===== config.mk =====
export PLATFORM = sky130hd
export DESIGN_NAME = sync_16bit_register
export DESIGN_NICKNAME = d
export VERILOG_FILES = /design/src/rtl/sync_16bit_register.sv
export SDC_FILE = /design/constraint.sdc
export NUM_CORES = 1
export LEC_CHECK = 0
export BUFFER_PORTS_ARGS = -buffer_cell sky130_fd_sc_hd__buf_2
export CAP_MARGIN = 15
export CORE_ASPECT_RATIO = 0.9
export CORE_MARGIN = 3
export CORE_UTILIZATION = 42
export DETAILED_ROUTE_END_ITERATION = 12
export HOLD_SLACK_MARGIN = 0.02
export PLACE_DENSITY = 0.85
export REMOVE_ABC_BUFFERS = 1
export SLEW_MARGIN = 20
export SYNTH_ARGS = -nofsm -noshare
export SYNTH_HDL_FRONTEND = slang
export SYNTH_SLANG_ARGS = --single-unit

===== constraint.sdc =====
create_clock -name clk -period 2.3 [get_ports clk]
set_input_delay 0.575 -clock clk [delete_from_list [all_inputs] [get_ports clk]]
set_output_delay 0.575 -clock clk [all_outputs]
set_load 0.02 [all_outputs]

===== src/rtl/sync_16bit_register.sv =====
// Clock-enabled holding register with synchronous clear.
// reg_valid marks that at least one load has occurred since the last clear.
module sync_16bit_register #(
  parameter int unsigned             WIDTH       = 16,
  parameter logic [WIDTH-1:0]        RESET_VALUE = '0
) (
  input  logic             clk,
  input  logic             sclr,
  input  logic             clk_ena,
  input  logic [WIDTH-1:0] datain,
  output logic [WIDTH-1:0] reg_out,
  output logic             reg_valid
);

  logic [WIDTH-1:0] reg_out_d;
  logic [WIDTH-1:0] reg_out_q;
  logic             reg_valid_d;
  logic             reg_valid_q;

  // Clear overrides enable; with neither asserted the register holds.
  always_comb begin
    reg_out_d   = reg_out_q;
    reg_valid_d = reg_valid_q;
    if (sclr) begin
      reg_out_d   = RESET_VALUE;
      reg_valid_d = 1'b0;
    end else if (clk_ena) begin
      reg_out_d   = datain;
      reg_valid_d = 1'b1;
    end
  end

  always_ff @(posedge clk) begin
    reg_out_q   <= reg_out_d;
    reg_valid_q <= reg_valid_d;
  end

  assign reg_out   = reg_out_q;
  assign reg_valid = reg_valid_q;

endmodule


# Word-level counts from Yosys, hierarchy flattened

Index checks and enable logic that the tools add are counted.
W data, S select, Z words.

Register bits: 17
Bits in latches: 0
RAM bits: 0
Memory bits (read-only): 0
Input bits: 19
Output and inout bits: 17
Word-level logic and storage cells: 2
Memories kept: 0

$add $sub $neg: 0
Multipliers: 0
Divide/modulo/power cells: 0
Magnitude comparators: 0
Equal/unequal tests: 0
Shifts and indexed selects: 0
Mux-type cells: 0
Bitwise logic cells: 0
Reductions and logical operators: 0

# Longest topological paths before layout

Gate-level depths: netlist (run 1).

Depth after elaboration: 0
Depth in mapped cells: 4
Depth with buffers taken out: 2

# Worst setup path after synthesis (run 1)

No wires, ideal clock.

Path type: input -> register
Start point: input clk_ena
End point: register reg_out_q[10] (netlist: reg_out[10])
Data arrival time: 1.046 ns
Setup slack: 1.136 ns
Cell stages on the path: 4
Path buffers: 2
Path through: buf_6 > buf_12 > mux2i_1 > nor2_1

RTL lines:

| element              | line | text |
|---|---|---|
| from (decl)          | 9    | `input logic clk_ena,` |
| to (signal assigned) | 34   | `reg_out_q <= reg_out_d;` |
| to (decl)            | 16   | `logic [WIDTH-1:0] reg_out_q;` |

# Final worst setup path (run 1)

Start point: register reg_out_q[14] (netlist: reg_out[14])
End point: output reg_out[14]

RTL lines:

| element   | line | text |
|---|---|---|
| to (decl) | 11   | `output logic [WIDTH-1:0] reg_out,` |

No word-level cell between the ends.

==> run metrics, run 1 <==
status finished, final reports clean; peak supply drop 0.447 mV; critical path required time 1.73 ns; Die Area 0.00194 sq mm; worst r2r path cells 2; Root Buffer clkbuf_4; min Tclk post-route 1.38 ns; Skew-Pair Late Insertion Delay 0.29 ns; Die W 46.2 um; 1st-iter DRT viols 9; CTS tree built; chip height 42.1 um; Max Cap Viol 0; Vias 489; IO buf count 35; Critical-path top delay cell dfxtp_1; Starting Density 47.2%; Rel. slew slack 68.6%; antenna-violating nets left 0; power per cell area 724 mW/mm^2; leak pwr 0.439 nW; Tot GR Track Use 13.8%; initial antenna violation count 0; post-CTS setup buffer count 0; final hold violation count 0; fin nets 110; vias per inst 4.70; dpl cells 100; crit share post-route 59.8%; Hold Crit Class reg -> reg; gpl congestion 0.654; Setup Viol. Count Final 0; Startpoint Class flop; Hold Path Cell Cnt 2; pre-CTS setup slack 0.899 ns; DR WL/cell 11.3 um; Critical Path Fanout Max 2; DRT Pass-1 Iters 3; CP arrival 0.80 ns; area grow syn2layout 29.2%; synthesized area per cell 11.1 sq um; total CTS buffers 3; Critical Path Stages 1; Post-Synthesis Cell Area 609 sq um; Setup WS post-layout 0.924 ns; CTS resizes 0; vias in the first global route 468; sequential share of the synthesized area 55.9%; # diodes 0; largest net degree at the start of global routing 18; Setup TNS Final 0 ns; Largest delay share family, worst path flip-flops; clock transition at the registers of the reported paths 0.09 ns; CTS Hold Bufs 0; worst slew pin tran 0.471 ns; Cells after Synth 55; first-pass GRT wire length 1920 um; DRC 0; Max stage delay on crit path 0.34 ns; Final Max Tran Viols 0; critical path endpoint category output port; #FFs+latches synth 17; gr ovfl total 0; number of warnings issued by yosys 0; Core ar. 0.00129 sq mm; io pins 36; crit path cell chain buf_2; FMAX 727 MHz; Final Instance Count excl. Fillers 104; cell row count 12; layout cells sized above 1 42.2%; Max clock buf depth 2; Worst Path Buf+Inv 1; Routed WL 1170 um; H-tree levels 1; synth unique cells 6; RSZ-0062 raised after global routing no; kind of critical path reg -> out; clock skew 0 ns; Sink Count 17
## placed cells by master, fill, tap and decap left out, drive strengths merged
cell and n:
buf 35, nor2 18, dfxtp 17, mux2i 16, clkbuf 4
## synth_stat cells
cell | number | share of area (%)
buf_2 | 2 | 1.6
buf_12 | 1 | 3.3
nor2_1 | 18 | 11
mux2i_1 | 16 | 26
buf_6 | 1 | 1.8
dfxtp_1 | 17 | 56
## registers in the layout, summed over array words and instances (netlist names)
signal	cells
reg_valid	1
reg_out	16
## layout make-up
type	instances	area [sq um]
Multi-Input combinational cell	34	228
Fill cell	111	504
Sequential cell	17	340
Timing Repair Buffer	35	175
Tap cell	14	17.5
Clock buffer	4	26.3
## power breakdown
part | switching, W | internal, W | leakage (nW) | total (W)
Sequential | 0.00000745 | 0.000312 | 0.141 | 0.000319
Clock | 0.0000913 | 0.0000676 | 0.0150 | 0.000159
Combinational | 0.0000520 | 0.0000390 | 0.283 | 0.0000910
## cell families (layout without fill, tap and decap cells)
kind of cell	count (synthesis)	after routing	share of synthesized area, %
and+or+nand+nor	18	18	11.1
DFF	17	17	55.9
muxes	16	16	26.3
buffers and inverters	4	39	6.78
## per-stage QoR
step / instance area (sq um) / hold WS, ns / total power (W) / util (%)
4_1_cts: 787 / 0.485 / 0.000579 / 60.9
2_1_floorplan: 568 / 0.539 / 0.000373 / -
5_1_grt: 787 / 0.505 / 0.000599 / 60.9
3_5_place_dp: 761 / 0.460 / 0.000418 / 58.9
6_report: 787 / 0.482 / 0.000569 / 60.9
3_3_place_gp: 761 / 0.455 / 0.000416 / 58.9
## path summary, 6_finish.rpt
kind                 endpoint  slack (ns)        start
hold / removal      reg_valid        0.48    reg_valid
setup reg to reg  reg_out[14]        1.69  reg_out[14]
hold reg to reg     reg_valid        0.48    reg_valid
setup / recovery  reg_out[14]        0.92  reg_out[14]
## layer usage
layer	routed length, um	global-route usage (%)	up-vias
met5	0	0	-
met4	29	8.52	0
met3	125	6.87	4
met2	513	21.2	23
met1	501	14.5	214
li1	-	-	248
No activity file was read; power rests on OpenSTA's default activity.
==> run 2, diff against run 1 <==
ABC_AREA = 1   (was unset)
PLACE_DENSITY = 0.8   (was 0.85)
clock period = 1.3 ns   (was 2.3 ns; I/O delays follow)
==> run metrics, run 2 <==
final hold violation count 0 (unchanged); largest net degree at the start of global routing 24 (was 18); most frequent cells in the layout 35 x buf_2, 24 x nor2_1, 22 x nand2_1, 17 x dfxtp_1, 16 x inv_1 (was 35 x buf_2, 18 x nor2_1, 17 x dfxtp_1, 16 x mux2i_1, 3 x clkbuf_4); Tot GR Track Use 14.7% (was 13.8%); crit path cell chain buf_2 (unchanged); total CTS buffers 3 (unchanged); gpl congestion 0.584 (was 0.654); Routed WL 1500 um (was 1170 um); Setup Viol. Count Final 0 (unchanged); Sink Count 17 (unchanged); reg2reg setup slack 0.69 ns (was 1.69 ns); CTS Hold Bufs 0 (unchanged); Vias 703 (was 489); hold worst-path end reg_valid (unchanged); Async SR Flop Fraction 0% (unchanged); CTS tree built (unchanged); chip height 46.5 um (was 42.1 um); dpl hpwl 1130 um; Critical Path Fanout Max 2 (unchanged); Starting Density 45.1% (was 47.2%); area grow syn2layout 24.5% (was 29.2%); post-CTS setup buffer count 0 (unchanged); peak supply drop 0.713 mV (was 0.447 mV); synthesized area per cell 7.30 sq um (was 11.1 sq um); Hold Startpoint sclr (was reg_valid); Cells after Synth 105 (was 55); kind of critical path reg -> out (unchanged); Max Cap Viol 0 (unchanged); Root Buffer clkbuf_4 (unchanged); clock transition at the registers of the reported paths 0.11 ns (was 0.09 ns); Worst Path Buf+Inv 1 (unchanged); Largest delay share family, worst path flip-flops (unchanged); antenna-violating nets left 0 (unchanged); cell row count 14 (was 12); worst r2r path cells 2 (unchanged); io pins 36 (unchanged); 1st-iter DRT viols 9 (unchanged); CTS resizes 0 (unchanged); Hold Path Cell Cnt 2 (unchanged); post-synthesis cell type with the largest combined area dfxtp_1 (unchanged); critical path endpoint category output port (unchanged); number of warnings issued by yosys 0 (unchanged); Post-Synthesis Cell Area 767 sq um (was 609 sq um); leak pwr 0.566 nW (was 0.439 nW); initial antenna violation count 0 (unchanged); Final Max Tran Viols 0 (unchanged); largest cells by area after synthesis dfxtp_1 44%, nor2_1 12%, nand2_1 11% (was dfxtp_1 56%, mux2i_1 26%, nor2_1 11%); first-pass GRT wire length 2590 um (was 1920 um); #FFs+latches synth 17 (unchanged); top post-synthesis cells by count 24 x nor2_1, 22 x nand2_1, 17 x dfxtp_1 (was 18 x nor2_1, 17 x dfxtp_1, 16 x mux2i_1); pre-CTS setup slack 0.252 ns (was 0.899 ns); Critical-path top delay cell dfxtp_1 (unchanged); ys flop type dfxtp_1 (unchanged); vias per inst 4.29 (was 4.70); critical path required time 0.98 ns (was 1.73 ns); CP arrival 0.83 ns (was 0.80 ns); synth unique cells 11 (was 6); Setup TNS Final 0 ns (unchanged); clock skew 0 ns (unchanged); RSZ-0062 raised after global routing no (unchanged); Post-Layout Inst Area 955 sq um (was 787 sq um); Max clock buf depth 2 (unchanged); max FFs per register 16 (unchanged); EDFF count, synth 0 (unchanged); Yosys top cell area share 44.4% (was 55.9%); Max stage delay on crit path 0.36 ns (was 0.34 ns); fin nets 160 (was 110); sequential share of the synthesized area 44.4% (was 55.9%); count leader, synth nor2_1 (unchanged); worst slew pin tran 0.252 ns (was 0.471 ns); commonest non-fill, non-tap cell in the layout buf_2 (unchanged); Startpoint Class flop (unchanged); IO buf count 35 (unchanged); Hold Crit Class in -> reg (was reg -> reg); power per cell area 1150 mW/mm^2 (was 724 mW/mm^2); Core ar. 0.00170 sq mm (was 0.00129 sq mm); # diodes 0 (unchanged); vias in the first global route 619 (was 468); Die Area 0.00238 sq mm (was 0.00194 sq mm); FF-to-FF End reg_out[1] (was reg_out[14]); Rel. slew slack 83.2% (was 68.6%); layout cells sized above 1 43.6% (was 42.2%); FMAX 864 MHz; worst r2r src reg_out[1] (was reg_out[14]); DR WL/cell 9.12 um (was 11.3 um); H-tree levels 1 (unchanged); gr ovfl total 0 (unchanged); Die W 51.0 um (was 46.2 um); dpl cell area 927 sq um (was 761 sq um); DRT Pass-1 Iters 4 (was 3); Skew-Pair Late Insertion Delay 0.29 ns (about the same); crit share post-route 89.0%; min Tclk post-route 1.16 ns; DRC 0 (unchanged); Setup WS post-layout 0.143 ns (was 0.924 ns); status finished, final reports clean (unchanged)
## run 2: worst max-delay path by stage
stage | start | endpoint | slack [ns] | depth (start not counted)
finish | reg_out[8] | reg_out[8] | 0.14 | 1
global route | reg_out[9] | reg_out[9] | 0.1 | 1
CTS | reg_out[8] | reg_out[8] | 0.14 | 1
detailed placement | clk_ena | reg_out[1] | 0.25 | 5
global placement | clk_ena | reg_out[8] | 0.29 | 5
floorplan | reg_out[0] | reg_out[0] | 0.56 | 0
## run 2: layout make-up
class                   count  area, sq um
fillers                   183          744
flip-flops and latches     17          340
multi-input cells          66          298
repair buffers             36          195
inverters                  17         63.8
well taps                  24         30.0
clock buffers               3         22.5
clock inverters             1         5.00
## run 2: cells by family (layout without fill, tap and decap cells)
family / Yosys count / count (layout) / synth area share [%]
AND/OR/NAND/NOR: 66 / 66 / 38.8
buffers and inverters: 22 / 57 / 16.8
flip-flops: 17 / 17 / 44.4
## run 2: metal layers
layer / vias to the layer above / wire [um] / global-route usage (%)
li1: 363 / - / -
met1: 304 / 632 / 18.1
met2: 33 / 725 / 24.4
met3: 3 / 121 / 3.88
met4: 0 / 16 / 6.45
met5: - / 0 / 0
## run 2: power by group
part           internal [W]  switching (W)
clock network      0.000115       0.000184
registers          0.000557      0.0000179
logic             0.0000858       0.000136
## run 2: per-stage QoR
step | utilization (%) | hold WS (ns) | power (W) | cells
2_1_floorplan | - | 0.397 | 0.000713 | 100
3_3_place_gp | 54.6 | 0.444 | 0.000802 | 160
3_5_place_dp | 54.6 | 0.453 | 0.000811 | 160
4_1_cts | 56.2 | 0.187 | 0.00110 | 164
5_1_grt | 56.2 | 0.194 | 0.00115 | 164
6_report | 56.2 | 0.189 | 0.00110 | 164
==> run 3, diff against run 2 <==
ABC_AREA = unset   (was 1)
CELL_PAD_IN_SITES_DETAIL_PLACEMENT = 0   (was unset)
CELL_PAD_IN_SITES_GLOBAL_PLACEMENT = 1   (was unset)
CORE_UTILIZATION = 29   (was 42)
PLACE_DENSITY = 0.81   (was 0.8)
==> run metrics, run 3 (synthesis results as in run 1) <==
worst r2r src reg_out[3] (was reg_out[1]); Worst Path Buf+Inv 1 (unchanged); H-tree levels 1 (unchanged); DRT Pass-1 Iters 3 (was 4); max FFs per register 16 (unchanged); FMAX 883 MHz (was 864 MHz); Max Cap Viol 0 (unchanged); Max clock buf depth 2 (unchanged); Hold Crit Class in -> reg (unchanged); leak pwr 0.448 nW (was 0.566 nW); Setup Viol. Count Final 0 (unchanged); Final Instance Count excl. Fillers 116 (was 164); Skew-Pair Late Insertion Delay 0.28 ns (was 0.29 ns); Rel. slew slack 79.7% (was 83.2%); io pins 36 (unchanged); worst slew pin tran 0.305 ns (was 0.252 ns); FF-to-FF End reg_out[3] (was reg_out[1]); Root Buffer clkbuf_4 (unchanged); total CTS buffers 3 (unchanged); DRC 0 (unchanged); commonest non-fill, non-tap cell in the layout buf_2 (unchanged); Hold Startpoint datain[13] (was sclr); Final Max Tran Viols 0 (unchanged); chip height 49.5 um (was 46.5 um); clock skew 0 ns (unchanged); power per cell area 1230 mW/mm^2 (was 1150 mW/mm^2); Post-Layout Inst Area 821 sq um (was 955 sq um); dpl cell area 795 sq um (was 927 sq um); Core ar. 0.00195 sq mm (was 0.00170 sq mm); vias in the first global route 457 (was 619); critical path required time 0.98 ns (about the same); final hold violation count 0 (unchanged); dpl hpwl 902 um (was 1130 um); gpl congestion 0.614 (was 0.584); most frequent cells in the layout 35 x buf_2, 18 x nor2_1, 17 x dfxtp_1, 16 x mux2i_1, 3 x clkbuf_4 (was 35 x buf_2, 24 x nor2_1, 22 x nand2_1, 17 x dfxtp_1, 16 x inv_1); layout cells sized above 1 42.9% (was 43.6%); crit share post-route 87.1% (was 89.0%); DR WL/cell 10.5 um (was 9.12 um); area grow syn2layout 34.7% (was 24.5%); status finished, final reports clean (unchanged); IO buf count 35 (unchanged); post-CTS setup buffer count 0 (unchanged); crit path cell chain buf_2 (unchanged); Hold Path Cell Cnt 3 (was 2); overall power 0.00101 W (was 0.00110 W); first-pass GRT wire length 1970 um (was 2590 um); fin nets 111 (was 160); worst r2r path cells 2 (unchanged); Critical Path Fanout Max 2 (unchanged); min Tclk post-route 1.13 ns (was 1.16 ns); Starting Density 31.2% (was 45.1%); Die W 54.3 um (was 51.0 um); dpl cells 112 (was 160); cell row count 15 (was 14); Filler cells 206 (was 183); Startpoint Class flop (unchanged); CTS Hold Bufs 0 (unchanged); reg2reg setup slack 0.69 ns (about the same); Sink Count 17 (unchanged); clock transition at the registers of the reported paths 0.10 ns (was 0.11 ns); Largest delay share family, worst path flip-flops (unchanged); critical path endpoint category output port (unchanged); Vias 487 (was 703); Tot GR Track Use 9.76% (was 14.7%); Die Area 0.00269 sq mm (was 0.00238 sq mm); CTS resizes 0 (unchanged); CP arrival 0.81 ns (was 0.83 ns); initial antenna violation count 0 (unchanged); 1st-iter DRT viols 6 (was 9); gr ovfl total 0 (unchanged); largest net degree at the start of global routing 18 (was 24); # diodes 0 (unchanged); Setup TNS Final 0 ns (unchanged); hold worst-path end reg_out[13] (was reg_valid); vias per inst 4.20 (was 4.29); antenna-violating nets left 0 (unchanged); Critical-path top delay cell dfxtp_1 (unchanged); CTS tree built (unchanged); fin util 42.1% (was 56.2%); RSZ-0062 raised after global routing no (unchanged); kind of critical path reg -> out (unchanged); Routed WL 1220 um (was 1500 um); peak supply drop 0.510 mV (was 0.713 mV); Max stage delay on crit path 0.35 ns (was 0.36 ns)
run 3: cell count changes in the layout (fill, tap and decap cells not counted), sizes merged:
cell,before,now
mux2i,0,16
nor2,34,18
clkinv,1,0
inv,17,0
clkbuf,3,4
nand2,32,0
run 3: power breakdown:
group | internal [W] | total, W | switching [W]
Sequential | 0.000552 | 0.000567 | 0.0000147
Clock | 0.000119 | 0.000272 | 0.000153
Combinational | 0.0000749 | 0.000168 | 0.0000928
Total | 0.000746 | 0.00101 | 0.000261
run 3: worst max-delay path by stage:
stage / depth (start not counted) / to / startpoint / slack (ns)
CTS: 1 / reg_valid / reg_valid / 0.16
global placement: 4 / reg_out[8] / clk_ena / 0.33
global route: 1 / reg_valid / reg_valid / 0.13
floorplan: 0 / reg_valid / reg_valid / 0.56
finish: 1 / reg_out[3] / reg_out[3] / 0.17
detailed placement: 4 / reg_out[8] / clk_ena / 0.31
run 3: layout make-up:
type / count / area [sq um] / share of cell area (%)
flip-flops and latches: 17 / 340 / 41.5
multi-input cells: 34 / 228 / 27.7
repair buffers: 36 / 195 / 23.8
well taps: 25 / 31.3 / 3.81
clock buffers: 4 / 26.3 / 3.20
run 3: metal layers:
layer | GRT usage [%] | up-vias | part of all wire, %
met5 | 0 | - | 0
met4 | 3.73 | 0 | 0
met3 | 4.23 | 0 | 11
met2 | 12.4 | 20 | 41
met1 | 14.3 | 217 | 48
li1 | - | 250 | -
run 3: tightest hold or removal path, stage by stage:
cell     delay [ns]
buf_2          0.08
mux2i_1        0.05
nor2_1         0.07
run 3: through the flow:
step           hold WS, ns  worst slack (ns)
6_report             0.271             0.167
5_1_grt              0.275             0.125
4_1_cts              0.265             0.165
3_5_place_dp         0.465             0.308
3_3_place_gp         0.442             0.335
2_1_floorplan        0.397             0.564
